<file path="src/rtl/spm_sequencer.sv">
// Control sequencer for a signed serial-parallel multiplier. It streams the
// sign-extended multiplier LSB-first and collects the serial product bits.
module spm_sequencer #(
    parameter int W     = 8,
    parameter int P_LAT = 1
) (
    input  logic             clk,
    input  logic             rst,
    input  logic             start,
    input  logic [W-1:0]     mcand,
    input  logic [W-1:0]     mplier,
    output logic             busy,
    output logic             done,
    output logic             spm_clr,
    output logic [W-1:0]     spm_y,
    output logic             spm_x,
    input  logic             spm_p,
    output logic [2*W-1:0]   product,
    output logic             prod_neg,
    output logic [2*W-2:0]   prod_mag
);

    localparam int LAST = 2 * W + P_LAT - 1;
    localparam int CW   = $clog2(LAST + 1);
    localparam logic [CW-1:0] LAST_C = CW'(LAST);
    localparam logic [CW-1:0] ONE_C  = CW'(1);

    typedef enum logic [1:0] {
        S_IDLE  = 2'd0,
        S_CLEAR = 2'd1,
        S_RUN   = 2'd2,
        S_DONE  = 2'd3
    } state_t;

    state_t           state_q, state_d;
    logic [CW-1:0]    cnt_q, cnt_d;
    logic [W-1:0]     y_q, y_d;
    logic [W-1:0]     x_sh_q, x_sh_d;
    // Only the upper 2W-1 bits of the product shifter are kept: the final
    // incoming bit is merged on the fly when the result is registered.
    logic [2*W-2:0]   p_sh_q, p_sh_d;
    logic [2*W-1:0]   product_q, product_d;
    logic             neg_q, neg_d;
    logic [2*W-2:0]   mag_q, mag_d;

    logic [2*W-1:0]   p_cap;
    logic             cap_en;

    assign p_cap = {spm_p, p_sh_q};

    // With zero core latency every RUN cycle carries a valid product bit.
    generate
        if (P_LAT == 0) begin : g_cap_always
            assign cap_en = 1'b1;
        end else begin : g_cap_delayed
            assign cap_en = (cnt_q >= CW'(P_LAT));
        end
    endgenerate

    always_comb begin
        state_d   = state_q;
        cnt_d     = cnt_q;
        y_d       = y_q;
        x_sh_d    = x_sh_q;
        p_sh_d    = p_sh_q;
        product_d = product_q;
        neg_d     = neg_q;
        mag_d     = mag_q;
        case (state_q)
            S_IDLE: begin
                if (start) begin
                    state_d = S_CLEAR;
                    y_d     = mcand;
                    x_sh_d  = mplier;
                end
            end
            S_CLEAR: begin
                state_d = S_RUN;
                cnt_d   = '0;
                p_sh_d  = '0;
            end
            S_RUN: begin
                x_sh_d = {x_sh_q[W-1], x_sh_q[W-1:1]};
                cnt_d  = cnt_q + ONE_C;
                if (cap_en) begin
                    p_sh_d = p_cap[2*W-1:1];
                end
                if (cnt_q == LAST_C) begin
                    state_d   = S_DONE;
                    product_d = p_cap;
                    neg_d     = p_cap[2*W-1];
                    mag_d     = p_cap[2*W-1] ? (~p_cap[2*W-2:0] + 1'b1)
                                             : p_cap[2*W-2:0];
                end
            end
            S_DONE: begin
                state_d = S_IDLE;
            end
            default: begin
                state_d = S_IDLE;
            end
        endcase
    end

    always_ff @(posedge clk or posedge rst) begin
        if (rst) begin
            state_q   <= S_IDLE;
            cnt_q     <= '0;
            y_q       <= '0;
            x_sh_q    <= '0;
            p_sh_q    <= '0;
            product_q <= '0;
            neg_q     <= 1'b0;
            mag_q     <= '0;
        end else begin
            state_q   <= state_d;
            cnt_q     <= cnt_d;
            y_q       <= y_d;
            x_sh_q    <= x_sh_d;
            p_sh_q    <= p_sh_d;
            product_q <= product_d;
            neg_q     <= neg_d;
            mag_q     <= mag_d;
        end
    end

    assign busy     = (state_q != S_IDLE);
    assign done     = (state_q == S_DONE);
    assign spm_clr  = (state_q == S_CLEAR);
    assign spm_x    = (state_q == S_RUN) & x_sh_q[0];
    assign spm_y    = y_q;
    assign product  = product_q;
    assign prod_neg = neg_q;
    assign prod_mag = mag_q;

endmodule

</file>
<file path="config.mk">
export PLATFORM = sky130hd
export DESIGN_NAME = spm_sequencer
export DESIGN_NICKNAME = d
export VERILOG_FILES = /design/src/rtl/spm_sequencer.sv
export SDC_FILE = /design/constraint.sdc
export NUM_CORES = 1
export LEC_CHECK = 0
export BUFFER_PORTS_ARGS = -buffer_cell sky130_fd_sc_hd__buf_2
export CAP_MARGIN = 20
export CORE_ASPECT_RATIO = 0.9
export CORE_MARGIN = 1.5
export CORE_UTILIZATION = 43
export DETAILED_ROUTE_END_ITERATION = 16
export PLACE_DENSITY = 0.65
export SLEW_MARGIN = 20
export SYNTH_ARGS = -nofsm -noshare
export SYNTH_HDL_FRONTEND = slang
export SYNTH_SLANG_ARGS = --single-unit
</file>
<file path="constraint.sdc">
create_clock -name clk -period 2.2 [get_ports clk]
set_input_delay 0.11 -clock clk [delete_from_list [all_inputs] [get_ports clk]]
set_output_delay 0.11 -clock clk [all_outputs]
set_load 0.02 [all_outputs]
</file>
==> results of run 1 <==
## where the power goes
group	switching [mW]	total, mW	leakage (nW)	internal [mW]
Clock	0.459	0.978	0.0931	0.519
Sequential	0.171	1.63	0.824	1.46
Combinational	0.820	1.40	1.01	0.585
Total	1.45	4.02	1.92	2.57
## timing repair
action | in CTS | in global routing
hold buffers | 15 | 0
endpoints found under the hold margin | 37 | 0
endpoints found under the setup margin | 0 | 0
resized for setup | 0 | 0
## sequential cells by signal, indices dropped and copies added (netlist names)
register  flops
product      16
state_q       2
prod_mag     14
x_sh_q        8
cnt_q         5
spm_y         8
p_sh_q       15
## cell type report
| type | count | area (um^2) |
|---|---|---|
| fillers | 649 | 3170 |
| flip-flops and latches | 68 | 1700 |
| clock inverters | 5 | 52.6 |
| well taps | 93 | 116 |
| repair buffers | 86 | 538 |
| multi-input cells | 202 | 1250 |
| inverters | 11 | 41.3 |
| clock buffers | 11 | 131 |
## how the worst max path moves through the flow
| stage | from | endpoint | cells after the start |
|---|---|---|---|
| finish | p_sh_q[1] | prod_mag[14] | 6 |
| global route | cnt_q[1] | p_sh_q[13] | 7 |
| CTS | p_sh_q[1] | prod_mag[14] | 6 |
| detailed placement | p_sh_q[1] | prod_mag[14] | 6 |
| global placement | p_sh_q[1] | prod_mag[14] | 6 |
| floorplan | cnt_q[1] | p_sh_q[3] | 7 |
## metal layers
| metal | up-vias | part of all wire | track usage |
|---|---|---|---|
| met2 | 71 | 0.44 | 0.279 |
| met3 | 4 | 0.068 | 0.0674 |
| met1 | 1124 | 0.48 | 0.239 |
| met4 | 0 | 0.0086 | 0.0587 |
| li1 | 1196 | - | - |
| met5 | - | 0 | 0 |
## synth_stat cells, drive strengths merged
cell / instances
o22a: 1
o31ai: 5
inv: 10
xnor2: 1
and4: 1
dfrtp: 68
mux2: 9
or2: 1
nand4: 1
nand3: 7
a21boi: 1
or4b: 1
a21o: 1
and3: 1
nand2: 62
a31oi: 2
nor4: 2
mux2i: 1
a41o: 1
or3: 2
nor3b: 1
clkinv: 1
xor2: 11
nor2: 16
or3b: 1
nor3: 1
and2: 1
a22oi: 1
clkbuf: 10
o22ai: 8
o41ai: 3
o21ai: 25
ha: 9
nor2b: 1
a21oi: 7
a22o: 14
buf: 9
or4: 3
## metrics by stage
stage / setup slack [ps] / utilization
finish: 257 / 0.547
global route: 98.2 / 0.547
CTS: 254 / 0.547
detailed placement: 262 / 0.500
global placement: 330 / 0.500
floorplan: 349 / -
## kinds of logic after synthesis
| family | Yosys count | synth area share |
|---|---|---|
| flip-flops | 68 | 0.549 |
| XOR/XNOR | 12 | 0.0339 |
| AO/OA/AOI/OAI | 69 | 0.151 |
| multiplexers | 10 | 0.0359 |
| adder cells (fa/ha/maj) | 9 | 0.0363 |
| AND/OR/NAND/NOR | 102 | 0.147 |
| buffers and inverters | 30 | 0.0472 |
==> results.py, run 1 <==
metrics = {
    "run_status": {
        "outcome": "complete, no violations",
    },
    "logic_synthesis": {
        "synth_area_per_cell_um2": 10.3,
        "netlist_top_cells_area": "dfrtp_1 (55%), nand2_1 (7.5%), ha_1 (3.6%)",
        "synth.yosys.warnings": 0,
        "syn_nets": 329,
        "syn_inst": 300,
        "synth-seq-area-share": 0.549,
        "ys_types": 46,
        "syn_area_um2": 3100,
        "synth.top_cell.area_share": 0.549,
        "yosysTopAreaCell": "dfrtp_1",
        "ys_ff_latch": 68,
    },
    "layout": {
        "synthToLayoutAreaGrowth_pct": 23.6,
        "final_cell_mix": "dfrtp_1 (68), buf_2 (63), nand2_1 (62), o21ai_0 (21), nor2_1 (16)",
        "layout_commonest_cell": "dfrtp_1",
        "n_antenna_cell": 0,
        "layout.nets": 407,
        "drive_gt1_frac": 0.272,
        "final_cells": 476,
        "stdcell_area_um2": 3830,
    },
    "floorplan": {
        "die_h_um": 83.6,
        "die_w_um": 92.5,
        "start_util": 0.443,
        "num_rows": 29,
        "dieArea_um2": 7730,
        "ioPinCount": 64,
        "fp.coreArea_um2": 7000,
    },
    "clocking": {
        "cts_sinks": 68,
        "post_cts_buffers": 0,
        "cts_tree": "yes",
        "clockBufferDepth": 2,
        "clk_pin_slew_ps": 70,
        "clock_latency_ps": 340,
        "cts-root-buf": "clkbuf_8",
        "h-tree-depth": 3,
        "tritoncts.num_buffers": 9,
    },
    "route": {
        "drt-vias-per-instance": 5.03,
        "num_vias": 2395,
        "wire_per_inst_um": 13.5,
        "wl_um": 6420,
        "dr.first_iter.drc_count": 94,
        "ant_nets": 0,
        "post-route-drc-count": 0,
        "first_pass_iters": 4,
    },
    "setup_path": {
        "cp_top_family": "simple AND/OR/NAND/NOR gates",
        "cp_max_fo": 6,
        "worstReg2RegEnd": "prod_mag[14]",
        "path_class": "reg -> reg",
        "r2r_start": "p_sh_q[1]",
        "path_cells": "inv_1 > ha_1 > or4b_1 > nor4_1 > or3_2 > a31oi_1",
        "r2r_slack_ps": 260,
        "crit_path_end_kind": "flip-flop",
        "cpPeakStageDelay_ps": 500,
        "worstSetupStartpointType": "flip-flop",
        "rr_worst_depth": 6,
        "worst_ep_required_time_ps": 2390,
        "cp.arrival_ps": 2130,
        "slowest_stage": "or4b_1",
        "cp_num_buf_inv": 1,
    },
    "flow_run": {
        "maxCapViolCount": 0,
    },
    "place": {
        "numPortBuffers": 63,
        "post-place-cells": 445,
        "placed_area_um2": 3500,
        "detailed_place_hpwl_um": 4420,
        "routabilityCongestion": 0.747,
    },
    "timing": {
        "hold_viol_final": 0,
        "setup_violations": 0,
        "drv_slew": 0,
        "setup_tns_ps": 0,
        "finalCriticalPeriod_ps": 1940,
        "fin_skew_ps": 9.42,
        "relSlewSlack": 0.558,
        "max_freq_ghz": 0.515,
        "fin_crit_sh": 0.883,
        "grt_setup_unrepaired": "false",
        "timing.hold.ws_ps": 48.2,
        "worstMarginPinSlew_ps": 656,
    },
    "global_routing": {
        "grt_max_degree": 46,
        "track_usage": 0.182,
        "grt_pass1_wl_um": 11000,
        "overflow": 0,
        "grt_pass1_vias": 2330,
        "antenna_found_initial": 0,
    },
    "power_and_ir_drop": {
        "ir_drop_mv": 0.699,
        "powerDensity_nw_per_um2": 1050,
        "p_leak_nw": 1.92,
        "total_power_mw": 4.02,
    },
    "min_path": {
        "min_from": "mplier[7]",
        "hold_class": "in -> reg",
        "holdPathStages": 2,
        "hold_path_end": "x_sh_q[7]",
    },
}
Power figures use the tool's default switching activity.
==> run 2, diff against run 1 <==
CORE_UTILIZATION = 50   (was 43)
PLACE_DENSITY = 0.74   (was 0.65)
==> run 2 against run 1 <==
  * Critical path depth unchanged
  * Non-clock buffer count decreased by 11
  * Worst setup slack improved by 24 ps
  * Total power decreased by 2.2%
  * Global-route usage increased by 2.0 points
==> results.py, run 2 (synthesized netlist as in run 1, its figures left out) <==
metrics = {
    "floorplan": {
        "num_rows": 27,
        "ioPinCount": 64,
        "die_h_um": 77.7,
        "start_util": 0.513,
        "die_w_um": 86.0,
        "fp.coreArea_um2": 6050,
        "dieArea_um2": 6680,
    },
    "global_routing": {
        "grt_pass1_vias": 2214,
        "track_usage": 0.202,
        "antenna_found_initial": 0,
        "grt_pass1_wl_um": 10400,
        "grt_max_degree": 46,
        "overflow": 0,
    },
    "route": {
        "num_vias": 2409,
        "post-route-drc-count": 0,
        "first_pass_iters": 4,
        "drt-vias-per-instance": 5.44,
        "dr.first_iter.drc_count": 100,
        "wire_per_inst_um": 13.9,
        "wl_um": 6170,
        "ant_nets": 0,
    },
    "power_and_ir_drop": {
        "p_leak_nw": 1.87,
        "powerDensity_nw_per_um2": 1070,
        "ir_drop_mv": 0.759,
    },
    "place": {
        "preCtsSetupSlack_ps": 311,
        "detailed_place_hpwl_um": 4200,
        "post-place-cells": 424,
        "routabilityCongestion": 0.807,
        "numPortBuffers": 63,
    },
    "flow_run": {
        "maxCapViolCount": 0,
    },
    "timing": {
        "max_freq_ghz": 0.521,
        "finalCriticalPeriod_ps": 1920,
        "fin_crit_sh": 0.872,
        "setup_tns_ps": 0,
        "relSlewSlack": 0.629,
        "grt_setup_unrepaired": "false",
        "setup_violations": 0,
        "layout_setup_ws_ps": 281,
        "drv_slew": 0,
        "fin_skew_ps": 6.60,
        "worstMarginPinSlew_ps": 556,
        "hold_viol_final": 0,
    },
    "clocking": {
        "h-tree-depth": 3,
        "cts-root-buf": "clkbuf_8",
        "clock_latency_ps": 330,
        "tritoncts.num_buffers": 9,
        "clockBufferDepth": 2,
        "post_cts_buffers": 0,
        "cts_resized": 0,
        "cts_sinks": 68,
        "postCtsHoldBufs": 4,
        "cts_tree": "yes",
        "clk_pin_slew_ps": 70,
    },
    "layout": {
        "drive_gt1_frac": 0.278,
        "layout.nets": 396,
        "final_cell_mix": "dfrtp_1 (68), buf_2 (63), nand2_1 (62), o21ai_0 (21), nor2_1 (16)",
        "n_antenna_cell": 0,
        "largest_register_ffs": 16,
        "final_cells": 443,
        "synthToLayoutAreaGrowth_pct": 18.8,
        "post-route-util": 0.609,
        "layout_commonest_cell": "dfrtp_1",
    },
    "run_status": {
        "outcome": "complete, no violations",
    },
    "setup_path": {
        "worstSetupStartpointType": "flip-flop",
        "cp.arrival_ps": 2120,
        "cp_max_fo": 6,
        "crit_path_end_kind": "flip-flop",
        "path_class": "reg -> reg",
        "worst_ep_required_time_ps": 2400,
    },
    "min_path": {
        "hold_class": "in -> reg",
    },
}
## run 2: power by group
group          internal, mW  leakage, nW  total (mW)  switching, mW
clock                 0.462       0.0893       0.896          0.434
combinational         0.571        0.961        1.40          0.826
sequential             1.46        0.824        1.64          0.172
total                  2.50         1.87        3.93           1.43
## run 2: metal layers
metal  wire, um  global-route usage  vias up
met3        305              0.0660        8
met5          0                   0        -
met4         78              0.0726        0
met2       2780               0.297       66
li1           -                   -     1179
met1       3010               0.280     1156
## run 2: path summary, 6_finish.rpt
check | start | endpoint | slack, ps | depth (start not counted)
worst max register to register | p_sh_q[1] | prod_mag[6] | 280 | 6
worst max-delay path | p_sh_q[1] | prod_mag[6] | 280 | 6
min in group asynchronous | rst | x_sh_q[0] | 370 | 3
max in group asynchronous | rst | product[6] | 1220 | 4
worst min register to register | product[13] | product[13] | 470 | 2
worst min-delay path | mcand[7] | spm_y[7] | 10 | 2
## run 2: critical path, stage by stage, from the launching register on
cell and delay, ps:
dfrtp_1 440, inv_1 100, ha_1 170, or3b_2 490, o31ai_1 300, xor2_1 190
o21ai_0 90
## run 2: stage by stage
| step | power, mW | cell area [um^2] | hold WS, ps |
|---|---|---|---|
| after CTS | 3.95 | 3680 | 0.911 |
| after global placement | 3.00 | 3470 | 189 |
| after detailed placement | 3.05 | 3470 | 193 |
| after global routing | 4.18 | 3680 | 2.34 |
| after floorplan | 2.64 | 3100 | 261 |
| final | 3.93 | 3680 | 13.4 |
## run 2: cell type report
class | count | area (um^2)
Sequential cell | 68 | 1700
Fill cell | 516 | 2360
Tap cell | 72 | 90.1
Timing Repair Buffer | 75 | 428
Inverter | 11 | 41.3
Clock buffer | 13 | 159
Multi-Input combinational cell | 202 | 1250
Clock inverter | 2 | 10.0
